`config.mk`:
```
export PLATFORM = sky130hd
export DESIGN_NAME = photon_sequencer
export DESIGN_NICKNAME = d
export VERILOG_FILES = /design/src/rtl/photon_sequencer.sv
export SDC_FILE = /design/constraint.sdc
export NUM_CORES = 1
export LEC_CHECK = 0
export BUFFER_PORTS_ARGS = -buffer_cell sky130_fd_sc_hd__buf_4
export CAP_MARGIN = 10
export CORE_MARGIN = 2
export CORE_UTILIZATION = 38
export DETAILED_ROUTE_END_ITERATION = 10
export PLACE_DENSITY_LB_ADDON = 0.3
export SLEW_MARGIN = 20
export SYNTH_ARGS = -nofsm -noshare
export SYNTH_HDL_FRONTEND = slang
export SYNTH_SLANG_ARGS = --single-unit
```
`constraint.sdc`:
```
create_clock -name clk_i -period 2.3 [get_ports clk_i]
set_input_delay 0.46 -clock clk_i [delete_from_list [all_inputs] [get_ports clk_i]]
set_output_delay 0.46 -clock clk_i [all_outputs]
set_load 0.05 [all_outputs]
```
`src/rtl/photon_sequencer.sv`:
```
// photon_sequencer: owns the photon hash core's bus on behalf of NREQ requesters.
// Each granted job loads 8 message words, hashes, polls for ready (with timeout),
// then streams the 8 digest words back to the owner before pulsing done.
module photon_sequencer #(
  parameter int NREQ     = 2,
  parameter int HASH_GAP = 2,
  parameter int TIMEOUT  = 1024
) (
  input  logic                 clk_i,
  input  logic                 rst_i,
  input  logic [NREQ-1:0]      req_i,
  input  logic [32*NREQ-1:0]   msg_data_i,
  output logic [2:0]           msg_idx_o,
  output logic [NREQ-1:0]      grant_o,
  output logic                 dig_valid_o,
  output logic [2:0]           dig_idx_o,
  output logic [31:0]          dig_data_o,
  output logic [NREQ-1:0]      done_o,
  output logic [NREQ-1:0]      err_o,
  output logic                 busy_o,
  output logic [2:0]           p_opcode_o,
  output logic [2:0]           p_addr_o,
  output logic [31:0]          p_data_in_o,
  input  logic [31:0]          p_data_out_i
);

  localparam int OW = (NREQ > 1) ? $clog2(NREQ) : 1;
  localparam int GW = $clog2(HASH_GAP + 1);
  localparam int TW = $clog2(TIMEOUT + 1);

  localparam logic [2:0] OP_NONE  = 3'd0;
  localparam logic [2:0] OP_READ  = 3'd1;
  localparam logic [2:0] OP_WRITE = 3'd2;
  localparam logic [2:0] OP_HASH  = 3'd3;
  localparam logic [2:0] OP_CHECK = 3'd4;

  typedef enum logic [2:0] {
    S_IDLE, S_LOAD, S_HASH, S_GAP, S_POLL, S_READ, S_FIN
  } state_t;

  state_t              state_q, state_d;
  logic [2:0]          idx_q, idx_d;
  logic [GW-1:0]       gap_q, gap_d;
  logic [TW-1:0]       to_q, to_d;
  logic [OW-1:0]       owner_q, owner_d;
  logic [OW-1:0]       ptr_q, ptr_d;     // first requester considered next time
  logic [NREQ-1:0]     grant_q, grant_d;
  logic                err_q, err_d;

  logic [NREQ-1:0][31:0] msg_w;
  logic [2*NREQ-1:0]     req_dbl;
  logic [NREQ-1:0]       req_rot;
  logic                  pick_ok;
  logic [OW-1:0]         pick;

  assign msg_w   = msg_data_i;
  assign req_dbl = {req_i, req_i};
  assign req_rot = req_dbl[ptr_q +: NREQ];

  // Round-robin pick: first asserted request at or after ptr_q
  always_comb begin
    pick_ok = 1'b0;
    pick    = '0;
    for (int k = NREQ - 1; k >= 0; k--) begin
      if (req_rot[k]) begin
        pick_ok = 1'b1;
        pick    = OW'((int'(ptr_q) + k) % NREQ);
      end
    end
  end

  // Next-state and bus/requester outputs; all outputs decode from the current state
  always_comb begin
    state_d     = state_q;
    idx_d       = idx_q;
    gap_d       = gap_q;
    to_d        = to_q;
    owner_d     = owner_q;
    ptr_d       = ptr_q;
    grant_d     = grant_q;
    err_d       = err_q;
    p_opcode_o  = OP_NONE;
    p_addr_o    = '0;
    p_data_in_o = '0;
    msg_idx_o   = idx_q;
    dig_valid_o = 1'b0;
    dig_idx_o   = '0;
    dig_data_o  = '0;
    done_o      = '0;
    err_o       = '0;
    busy_o      = (state_q != S_IDLE);
    grant_o     = grant_q;

    case (state_q)
      S_IDLE: begin
        if (pick_ok) begin
          state_d       = S_LOAD;
          idx_d         = '0;
          owner_d       = pick;
          grant_d       = '0;
          grant_d[pick] = 1'b1;
          err_d         = 1'b0;
        end
      end
      S_LOAD: begin
        p_opcode_o  = OP_WRITE;
        p_addr_o    = idx_q;
        p_data_in_o = msg_w[owner_q];
        idx_d       = idx_q + 3'd1;
        if (idx_q == 3'd7) state_d = S_HASH;
      end
      S_HASH: begin
        p_opcode_o = OP_HASH;
        gap_d      = '0;
        state_d    = S_GAP;
      end
      S_GAP: begin
        // Let the core leave its wait state before ready is sampled
        gap_d = gap_q + 1'b1;
        if (gap_q == GW'(HASH_GAP - 1)) begin
          state_d = S_POLL;
          to_d    = '0;
        end
      end
      S_POLL: begin
        p_opcode_o = OP_CHECK;
        if (p_data_out_i[0]) begin
          state_d = S_READ;
          idx_d   = '0;
        end else begin
          to_d = to_q + 1'b1;
          if (to_q == TW'(TIMEOUT - 1)) begin
            state_d = S_FIN;
            err_d   = 1'b1;
          end
        end
      end
      S_READ: begin
        p_opcode_o  = OP_READ;
        p_addr_o    = idx_q;
        dig_valid_o = 1'b1;
        dig_idx_o   = idx_q;
        dig_data_o  = p_data_out_i;
        idx_d       = idx_q + 3'd1;
        if (idx_q == 3'd7) state_d = S_FIN;
      end
      S_FIN: begin
        done_o  = grant_q;
        err_o   = err_q ? grant_q : '0;
        grant_d = '0;
        ptr_d   = (owner_q == OW'(NREQ - 1)) ? '0 : owner_q + 1'b1;
        state_d = S_IDLE;
      end
      default: state_d = S_IDLE;
    endcase
  end

  // State and datapath registers; reset abandons any job without a done pulse
  always_ff @(posedge clk_i) begin
    if (rst_i) begin
      state_q <= S_IDLE;
      idx_q   <= '0;
      gap_q   <= '0;
      to_q    <= '0;
      owner_q <= '0;
      ptr_q   <= '0;
      grant_q <= '0;
      err_q   <= 1'b0;
    end else begin
      state_q <= state_d;
      idx_q   <= idx_d;
      gap_q   <= gap_d;
      to_q    <= to_d;
      owner_q <= owner_d;
      ptr_q   <= ptr_d;
      grant_q <= grant_d;
      err_q   <= err_d;
    end
  end

endmodule

```
Yosys cells after proc, flatten, opt, wreduce, memory -nomap -nowiden:

Cells that the tools add are included.

* output and inout bits: 84
* register bits after elaboration: 24
* word-level logic and storage cells: 87
* bits of input ports: 100

* multiplexer cells: 38
* shift operators: 1
* magnitude comparators: 3
* equality and inequality tests: 17
* reduce and logical (&&, ||, !) cells: 15
* add/subtract/negate cells: 5

Operators with widths (number)
* $mux W32: 4
* $mux W3: 10
* $mux W11: 2
* $pmux W11 S2: 1
* $pmux W3 S6: 1
* $ne A2 B2 Y1 const B: 7
* $eq A3 B3 Y1 const B: 4
* $pmux W3 S4: 1
* $add A11 B1 Y11 const B: 1
* $eq A11 B10 Y1 const B: 1
* $mux W1: 10
* $pmux W3 S3: 1
* $mux W2: 4
* $pmux W2 S2: 2
* $reduce_bool A2 Y1: 4
* $eq A3 B2 Y1 const B: 2
* $reduce_and A3 Y1: 2
* $reduce_bool A3 Y1: 2
* $reduce_and A5 Y1: 1
* $lt A1 B2 Y1 const B: 2
* $reduce_and A2 Y1: 2
* $reduce_and A4 Y1: 1
* $shiftx A4 B2 Y2: 1
* $add A3 B1 Y3 const B: 1
* 11 further kinds: 12

Depth between registers and ports, before layout:

* depth after elaboration: 9
* gate-level depth with buffers: 6
* mapped depth without buffers: 6

Worst setup path before layout:

No wires, ideal clock.

* path kind: reg-to-output
* from: reg state_q[0]
* to: out p_opcode_o[0]
* path slack: -158 ps
* required time: 1840 ps
* cell stages (with the launch flop): 6
* arrival: 1998 ps
* buffers on the path: 2
* cells stage by stage: dfxtp_1 buf_6 clkbuf_1 nand2_1 nor2_1 o21bai_1

* word-level cells in the longest chain between the ends: 2
* elaborated cells between the ends (all ways): 5
* those cells by class: eq/ne: 4; mux: 1

RTL lines
* from (decl): RTL line 41 `state_t state_q, state_d;`
* from (signal assigned): RTL line 170 `state_q <= state_d;`
* $eq A3 B3 Y1, or another cell as far along: RTL line 94 `case (state_q)`
* $pmux W3 S4 *: RTL line 94
* to (decl): RTL line 21 `output logic [2:0] p_opcode_o,`

Mark *: on every way between the ends. The rest lies on a longest branch, timed or not.

Worst setup path in the final report:

* from: reg state_q[0]
* to: out dig_data_o[8]

* word-level cells in the longest chain between the ends: 2

RTL lines
* $eq A3 B3 Y1: RTL line 94
* $mux W32: RTL line 94
* to (decl): RTL line 17 `output logic [31:0] dig_data_o,`

No other way between the ends.

==> impl_summary.md <==
Clocking
The tree is rooted in a clkbuf_8. TritonCTS built the clock tree. In this run the number of H-tree levels came out at 1. The clock insertion delay at the later pin of the skew report is 270 ps.

The post-cts hold buffer count is 0. The total number of clock tree sinks is 24. Buffers added to address setup during post-CTS repair amount to 0.

The total CTS buffers is 3. The number of gates resized after CTS was 0. After clock tree synthesis, the clock-pin slew on the worst setup and hold paths is roughly 90 ps. The maximum buffer depth of the clock tree is 2.

Global route
The first global-routing pass estimated between 10000 and 15000 um of wire. The met3 routing resource usage after global routing is under 10%. Entering global routing, the biggest net connects 39 pins.

The initial antenna violation count is 0. Summed over all layers, the global routing overflow is 0. The number of global-route vias before repair came to approximately 2400. The most used routing layer is met2. Global routing used around 43% of the available met2 tracks.

The met1 routing resource usage after global routing is 28.1%. For this run, the total global-route usage over all layers was measured as roughly a quarter.

Synthesis
After technology mapping, the gate count stands at 263. The distinct cell type count after synthesis is 40. The fraction of synthesized cell area taken by the top area cell type is approximately a quarter. The most used flip-flop cell after synthesis is dfxtp_1.

The post-synthesis average cell area is 7.56 sq um. The number of enable flip-flop cells after synthesis is 0. The share of async-settable or async-resettable flops after synthesis is 0%.

In the post-synthesis netlist, the biggest area contributors are dfxtp_1 24%, mux2i_1 16%, and3_1 12%. The sequential fraction of the synthesis area is 24.2%. Counting flops and latches in the post-synthesis netlist gives 24. The cell area that synthesis handed to floorplanning was around 2000 sq um. The number of nets handed over by synthesis was 367. The cell taking the most area after synthesis is dfxtp_1. The count of synthesis-stage warnings from yosys is 0.

Route
For this block, the initial DRC count from the detailed router was 89. The wire length after detailed routing is 7510 um. The first detailed-routing pass took 5 iterations. Detailed routing inserted a total of roughly 2600 vias. The via-per-instance ratio is 5.07. The number of nets still failing antenna checks after routing is 0. The detailed-route wire length per cell is roughly 15 um. For this run, design rule violations remaining after detail routing come to 0.

Setup path
The cell family contributing the most delay on the critical path is buffers and inverters. STA classifies the critical path endpoint as a primary output. The slowest cell on the critical path is dfxtp_1. The critical path in this run is classified as reg -> out. For the worst setup path, the data arrival time is 1700 ps. In this run the worst path has a maximum fanout of 38. The delay contributed by the slowest stage of the critical path is slightly below 500 ps. In this design, the critical path's most frequently occurring cell is buf_4. Together, buffers and inverters on the worst path number 2. Walking the worst path, the cells encountered are nor2b_2 -> buf_4 -> and3_1 -> buf_4. The startpoint type of the worst setup path is a flop. STA puts the critical path data required time at 1840 ps.

STA
The worst path uses 94.1% of the clock period. For the final database, setup skew stands at between 5 and 6 ps. The final count of hold timing violations is 0. At the pin with the least slew margin, the transition time is approximately 500 ps. Setup repair after global routing left no endpoint under its margin. The post-route worst hold slack is approximately 460 ps. Setup violations remaining at the end of the flow were counted as 0. The routed design could run at a clock period as short as 2160 ps. In this run the tightest slew margin relative to its limit is between 60% and 70%.

The setup TNS is 0 ps. The number of max-slew violations in the final report is 0. The maximum operating frequency is approximately 460 MHz.

Power
The power density normalized to cell area is between 400 and 500 nW/um^2. The design draws around 1.5 mW. IR analysis of the VDD net gives a maximum drop of 453 uV. Summed over all cells, the static leakage comes to around 1.8 nW.

Floorplan
The die covers roughly 6000 sq um. The starting density of the core is 39.2%. The number of core rows is 26. Measured along the x axis, the die boundary spans between 70 and 80 um. The die is about 76 um tall.

184 I/O pins were placed. The core region is approximately 5100 sq um.

Final layout
Leaving out fill and tap cells, the most frequent cells in the layout are 192 x buf_4, 37 x and3_1, 32 x mux2i_1. The final layout net count is between 500 and 600. The count of inserted antenna diode cells is 0. From synthesis to final layout, the design area changed by 78.2%. The fraction of final layout cells sized beyond drive strength 1 is 52.1%.

The final cell utilization of the core is between 60% and 70%. The library cell used most frequently in the layout, excluding fill and tap cells, is buf_4.

Outcome
The flow ran to the end, and the final reports show no timing, DRC or antenna violations.

Worst hold path
In this run the worst hold path is classified as in -> reg.

Placed design
Routability-driven placement finished with a final weighted congestion of 0.805. Summed over all nets, the half-perimeter wirelength after detailed placement is 6020 um. The port buffer count is ~180.

Flow run
Across the run, the number of max-cap violations was 0.
-- cell type report --
cell class	count	area, sq um
Clock buffer	4	55.1
Fill cell	439	1530
Inverter	7	26.3
Multi-Input combinational cell	211	1450
Sequential cell	24	483
Tap cell	70	87.6
Timing Repair Buffer	192	1440
-- where the power goes --
part	internal, mW	total [mW]	switching, mW
combinational	0.300	0.791	0.491
sequential	0.430	0.449	0.0196
clock	0.153	0.287	0.134
total	0.882	1.53	0.645
-- final timing paths --
path / start / to / slack [ps] / depth (start not counted)
setup / recovery: state_q[0] / dig_data_o[8] / 140 / 4
hold / removal: rst_i / state_q[2] / 460 / 2
setup reg to reg: state_q[2] / to_q[7] / 520 / 4
hold reg to reg: owner_q / ptr_q / 470 / 1
-- Yosys cell counts, types with 2 or more instances --
cell type	count
xnor2_1	4
a211o_1	3
inv_1	7
and2_1	5
a2111oi_2	3
o21bai_1	2
clkbuf_1	15
dfxtp_1	24
a21oi_1	9
nand2_1	11
xor2_1	6
nor3b_1	2
nand2b_1	5
a22o_1	2
nor4_1	2
and3_1	37
nor2_1	51
mux2i_1	32
nand3_1	3
nor3_1	5
nand4_1	2
nor2_2	3
o21ai_0	2
buf_1	5
a211oi_1	3
ha_1	4
nor2b_1	2
o2111ai_1	2
-- worst reg2reg max path: stages (launching register included) --
cell       delay (ps)
dfxtp_2           470
or4b_4            560
a2111oi_2         410
xnor2_1           190
nor2_2             40
-- stage by stage --
| step | setup slack (ps) | cell area (sq um) | std cells |
|---|---|---|---|
| 2_1_floorplan | 44.1 | 2040 | 263 |
| 3_3_place_gp | 392 | 3490 | 504 |
| 3_5_place_dp | 349 | 3490 | 504 |
| 4_1_cts | 42.5 | 3540 | 508 |
| 5_1_grt | 19.1 | 3540 | 508 |
| 6_report | 136 | 3540 | 508 |
-- routing by layer --
metal	vias to the layer above	share of wire, %	routed length (um)
li1	1272	-	-
met1	1174	40	2990
met2	121	49	3650
met3	10	10	756
met4	0	1.5	114
met5	-	0	0
-- logic make-up (layout without fill, tap and decap cells) --
kind of cell	after synthesis	in the layout	share of synthesized area (%)
XOR/XNOR	10	10	4.40
buffers and inverters	28	203	5.66
flip-flops	24	24	24.2
AO/OA/AOI/OAI	31	31	11.9
multiplexers	33	33	16.7
AND/OR/NAND/NOR	133	133	34.7
adder cells (fa/ha/maj)	4	4	2.52
-- state kept, by name, indices dropped and copies added, names as in the netlist --
register and flops:
to_q 11, msg_idx_o 3, state_q 3, gap_q 2, grant_o 2, err_q 1, owner_q 1, ptr_q 1
(Power assumes the default switching activity.)
